[config.mk]
export PLATFORM = sky130hd
export DESIGN_NAME = uart_rx
export DESIGN_NICKNAME = d
export VERILOG_FILES = /design/src/rtl/uart_rx.sv
export SDC_FILE = /design/constraint.sdc
export NUM_CORES = 1
export LEC_CHECK = 0
export ABC_AREA = 1
export BUFFER_PORTS_ARGS = -buffer_cell sky130_fd_sc_hd__buf_2
export CAP_MARGIN = 20
export CORE_MARGIN = 2
export CORE_UTILIZATION = 49
export DETAILED_ROUTE_END_ITERATION = 10
export PLACE_DENSITY = 0.74
export SETUP_SLACK_MARGIN = 0.2
export SKIP_CTS_REPAIR_TIMING = 1
export SLEW_MARGIN = 20
export SYNTH_ARGS = -nofsm -noshare
export SYNTH_HDL_FRONTEND = slang
export SYNTH_SLANG_ARGS = --single-unit
[constraint.sdc]
create_clock -name clkIn -period 1.5 [get_ports clkIn]
set_clock_uncertainty 0.05 [all_clocks]
set_input_delay 0.225 -clock clkIn [delete_from_list [all_inputs] [get_ports clkIn]]
set_output_delay 0.225 -clock clkIn [all_outputs]
set_load 0.005 [all_outputs]
[src/rtl/uart_rx.sv]
// 8N1 serial receiver, LSB first. Mid-bit sampling from a synchronised line,
// with a holding register that has a ready/read handshake plus overrun and frame-error flags.
module uart_rx #(
   parameter int CLOCK_FREQUENCY = 50_000_000,
   parameter int BAUD_RATE       = 9600
) (
   input  logic       clkIn,
   input  logic       nRxResetIn,
   input  logic       rxIn,
   input  logic       rxReadIn,
   output logic [7:0] rxDataOut,
   output logic       rxValidOut,
   output logic       rxReadyOut,
   output logic       rxOverrunOut,
   output logic       rxFrameErrorOut,
   output logic       rxBusyOut
);

   localparam int BIT_CNT  = CLOCK_FREQUENCY / BAUD_RATE - 1;
   localparam int HALF_CNT = CLOCK_FREQUENCY / BAUD_RATE / 2 - 1;
   localparam int CNT_W    = $clog2(BIT_CNT + 1);
   localparam logic [CNT_W-1:0] BIT_LD  = CNT_W'(BIT_CNT);
   localparam logic [CNT_W-1:0] HALF_LD = CNT_W'(HALF_CNT);
   localparam logic [CNT_W-1:0] CNT_ONE = CNT_W'(1);

   typedef enum logic [2:0] {IDLE, START, DATA, STOP, BREAK} state_t;

   state_t           state;
   state_t           stateNext;
   logic             syncP0;
   logic             syncP1;
   logic             histP2;
   logic             vldP0;
   logic             vldP1;
   logic             fallEdge;
   logic [CNT_W-1:0] cnt;
   logic [CNT_W-1:0] cntNext;
   logic [2:0]       bitIdx;
   logic [2:0]       bitIdxNext;
   logic [7:0]       shiftReg;
   logic             shiftEn;
   logic             commit;
   logic             frameErr;

   // Synchroniser stage: the history flop only arms once vldP1 says syncP1
   // holds a real line sample, so a line held low across reset release is no edge.
   always_ff @(posedge clkIn or negedge nRxResetIn) begin
      if (!nRxResetIn) begin
         syncP0 <= 1'b1;
         syncP1 <= 1'b1;
         histP2 <= 1'b0;
         vldP0  <= 1'b0;
         vldP1  <= 1'b0;
      end else begin
         syncP0 <= rxIn;
         syncP1 <= syncP0;
         histP2 <= syncP1 & vldP1;
         vldP0  <= 1'b1;
         vldP1  <= vldP0;
      end
   end

   assign fallEdge = histP2 & ~syncP1;

   always_ff @(posedge clkIn or negedge nRxResetIn) begin
      if (!nRxResetIn) begin
         state  <= IDLE;
         cnt    <= '0;
         bitIdx <= '0;
      end else begin
         state  <= stateNext;
         cnt    <= cntNext;
         bitIdx <= bitIdxNext;
      end
   end

   always_comb begin
      stateNext  = state;
      cntNext    = cnt;
      bitIdxNext = bitIdx;
      shiftEn    = 1'b0;
      commit     = 1'b0;
      frameErr   = 1'b0;
      case (state)
         IDLE: begin
            if (fallEdge) begin
               cntNext   = HALF_LD;
               stateNext = START;
            end
         end
         START: begin
            if (cnt == '0) begin
               if (syncP1) begin
                  stateNext = IDLE;
               end else begin
                  cntNext    = BIT_LD;
                  bitIdxNext = '0;
                  stateNext  = DATA;
               end
            end else begin
               cntNext = cnt - CNT_ONE;
            end
         end
         DATA: begin
            if (cnt == '0) begin
               shiftEn    = 1'b1;
               cntNext    = BIT_LD;
               bitIdxNext = bitIdx + 3'd1;
               if (bitIdx == 3'd7) begin
                  stateNext = STOP;
               end
            end else begin
               cntNext = cnt - CNT_ONE;
            end
         end
         STOP: begin
            if (cnt == '0) begin
               if (syncP1) begin
                  commit    = 1'b1;
                  stateNext = IDLE;
               end else begin
                  frameErr  = 1'b1;
                  stateNext = BREAK;
               end
            end else begin
               cntNext = cnt - CNT_ONE;
            end
         end
         BREAK: begin
            if (syncP1) begin
               stateNext = IDLE;
            end
         end
         default: stateNext = IDLE;
      endcase
   end

   always_ff @(posedge clkIn) begin
      if (shiftEn) begin
         shiftReg <= {syncP1, shiftReg[7:1]};
      end
   end

   // Holding register stage: a commit outranks a same-cycle read, so the new byte stays unread.
   always_ff @(posedge clkIn or negedge nRxResetIn) begin
      if (!nRxResetIn) begin
         rxDataOut       <= 8'h00;
         rxValidOut      <= 1'b0;
         rxReadyOut      <= 1'b0;
         rxOverrunOut    <= 1'b0;
         rxFrameErrorOut <= 1'b0;
      end else begin
         rxValidOut      <= commit;
         rxFrameErrorOut <= frameErr;
         if (commit) begin
            rxDataOut  <= shiftReg;
            rxReadyOut <= 1'b1;
            if (rxReadyOut && !rxReadIn) begin
               rxOverrunOut <= 1'b1;
            end
         end else if (rxReadIn) begin
            rxReadyOut   <= 1'b0;
            rxOverrunOut <= 1'b0;
         end
      end
   end

   assign rxBusyOut = (state != IDLE);

endmodule
==> impl_metrics.ini <==
[layout]
area_growth_pct = 36.1
fillCellCount = 353
layout-drive-gt1-share_pct = 39.4
final_common_cell = nand2_1
multi_input_area_sq_um = 1150
fin_nets = 334
final_cell_mix = 80 x nand2_1, 37 x buf_4, 33 x dfrtp_1, 19 x nor2_1, 16 x buf_2
regArea_sq_um = 1140
diodes = 0
utilization_pct = 69.2

[grt]
antenna_found_initial = 0
grt_usage_pct = 19.7
grt.overflow.total = 0
grt_max_degree = 20
grt_pass1_vias = 1779
grt_pass1_wl_um = 7800

[sta]
slew_violations = 0
fin_ws_ps = -102
period_needed_ps = 1600
rsz0062_at_grt = true
fin_crit_sh_pct = 107
finalSetupViolations = 35
fmax_mhz = 624
final_hold_viol_count = 0

[placement]
dp_hpwl_um = 3380
io_buffers = 16
routabilityCongestion = 0.886

[min_path]
worstHoldStart = rxReadIn
hold_class = input pin to flip-flop
hold_depth = 4
min_to = rxReadyOut

[setup_path]
worstSetupEndpointType = flip-flop
r2r_end = shiftReg[1]
cp_max_fo = 5
rrSetupSlack_ps = -100
arrival_ps = 1590
critPathRequiredTime_ps = 1480
r2r_cells = 8
start_kind = flip-flop
worstSetupPathType = flip-flop to flip-flop
rr_startpoint = cnt[1]

[floorplanning]
core_area_sq_um = 4380
die-height_um = 71.5
dieArea_sq_um = 5110
num_rows = 24
ios = 17
die_w_um = 71.5
floorplan.initialDensity_pct = 50.9

[logic_synthesis]
ys_seq_elements = 44
synth_simple_gate_area_share_pct = 34.0
synthAdderAreaFrac_pct = 2.24
synth_top_family_by_area = simple AND/OR/NAND/NOR gates
ys_warn_count = 0
postSynthCellCount = 258
ys_types = 31
synthXorXnorAreaFrac_pct = 1.57
synthFlopType = dfrtp_1
syn_area_sq_um = 2230
synth-edff-count = 8
yosysSeqAreaShare_pct = 51.3
syn_nets = 266
synth.avg_cell_area_sq_um = 8.65
synth_mux_area_share_pct = 0
async_reset_ff_share_pct = 81.8
synth_compound_area_share_pct = 5.78

[clock_tree]
cts_tree = built
htree_levels = 2
clk_pin_slew_ps = 90
cts_root_buffer = clkbuf_8
ctsLongestPathBuffers = 2
clkSinkCount = 44
clk_latency_ps = 310
cts_buffers = 5

[route]
wire_per_inst_um = 14.5
viasPerCell = 5.28
drc = 0
route.vias.total = 2000
dr.pass1.iters = 4
drt_wl_total_um = 5500
postRouteAntennaNets = 0
drtIter0Drc = 156

[power_and_ir_drop]
power_leakage_nw = 1.54
power.total_w = 0.00579
powerDensity_nw_per_um2 = 1910
ir_worst_vdd_mv = 0.976

[status]
violations = setup timing
status = finished, violations left

[run]
maxCapViolCount = 0
## metal layers
| layer | vias up | track usage [%] | wire length, um |
|---|---|---|---|
| met3 | 20 | 4.08 | 393 |
| met5 | - | 0 | 0 |
| met1 | 943 | 24.2 | 2160 |
| met4 | 0 | 9.22 | 166 |
| li1 | 959 | - | - |
| met2 | 78 | 33.3 | 2780 |
## cells in the mapped netlist (5+ instances only)
cell / n / area [sq um]
nand2_1: 92 / 345
dfrtp_1: 34 / 851
nor2_1: 23 / 86.3
inv_1: 19 / 71.3
nand3_1: 16 / 80.1
a21oi_1: 9 / 45.0
edfxtp_1: 8 / 240
inv_2: 6 / 22.5
nand2_2: 5 / 31.3
nand4_1: 5 / 31.3
nor2_2: 5 / 31.3
## worst max-delay path: stages, from the launching register on
cell        delay [ps]
dfrtp_1            400
inv_2              110
ha_4               170
nand3_2             90
nor2_4             110
nand2_2             90
inv_4              100
nand2_4             80
clkinvlp_4         120
## worst max-delay path by stage
stage          startpoint          end
3_3_place_gp       cnt[1]  shiftReg[5]
6_report           cnt[1]  shiftReg[1]
4_1_cts            cnt[1]  shiftReg[3]
5_1_grt            cnt[1]  shiftReg[2]
3_5_place_dp       cnt[1]  shiftReg[6]
2_1_floorplan      cnt[2]  shiftReg[0]
## flip-flops by register name, indices dropped and copies added (netlist names)
name	flops
rxValidOut	1
syncP0	1
cnt	13
histP2	1
rxReadyOut	1
vldP1	1
syncP1	1
rxOverrunOut	1
shiftReg	8
bitIdx	3
rxDataOut	8
state	3
rxFrameErrorOut	1
vldP0	1
## cell type report
cell class,count,share of cell area [%]
multi-input cells,189,38.0
flip-flops and latches,44,37.7
repair buffers,59,14.5
inverters,26,3.71
clock buffers,5,2.27
well taps,52,2.14
clock inverters,3,1.40
repair inverters,1,0.247
## through the flow
| step | hold slack (ps) | cell area (sq um) | setup WS [ps] | instances | setup TNS, ps |
|---|---|---|---|---|---|
| final | 124 | 3040 | -102 | 379 | -1720 |
| after global placement | 134 | 2640 | -7.71 | 354 | -61.0 |
| after CTS | -181 | 2750 | -80.0 | 362 | -1380 |
| after detailed placement | 142 | 2640 | -45.8 | 354 | -559 |
| after global routing | 166 | 3040 | -166 | 379 | -4440 |
| after floorplan | -121 | 2270 | 36.4 | 258 | 0 |
## kinds of logic (layout without fill, tap and decap cells)
group | after synthesis | in the layout
AO/OA/AOI/OAI | 18 | 18
XOR/XNOR | 4 | 4
adder cells (fa/ha/maj) | 4 | 4
buffers and inverters | 27 | 94
flip-flops | 44 | 44
other | 1 | 1
AND/OR/NAND/NOR | 160 | 162
## power by group
group          internal (W)  switching [W]
sequential          0.00145       0.000189
clock              0.000493       0.000415
combinational       0.00139        0.00185
total               0.00333        0.00245
Power figures use the tool's default switching activity.
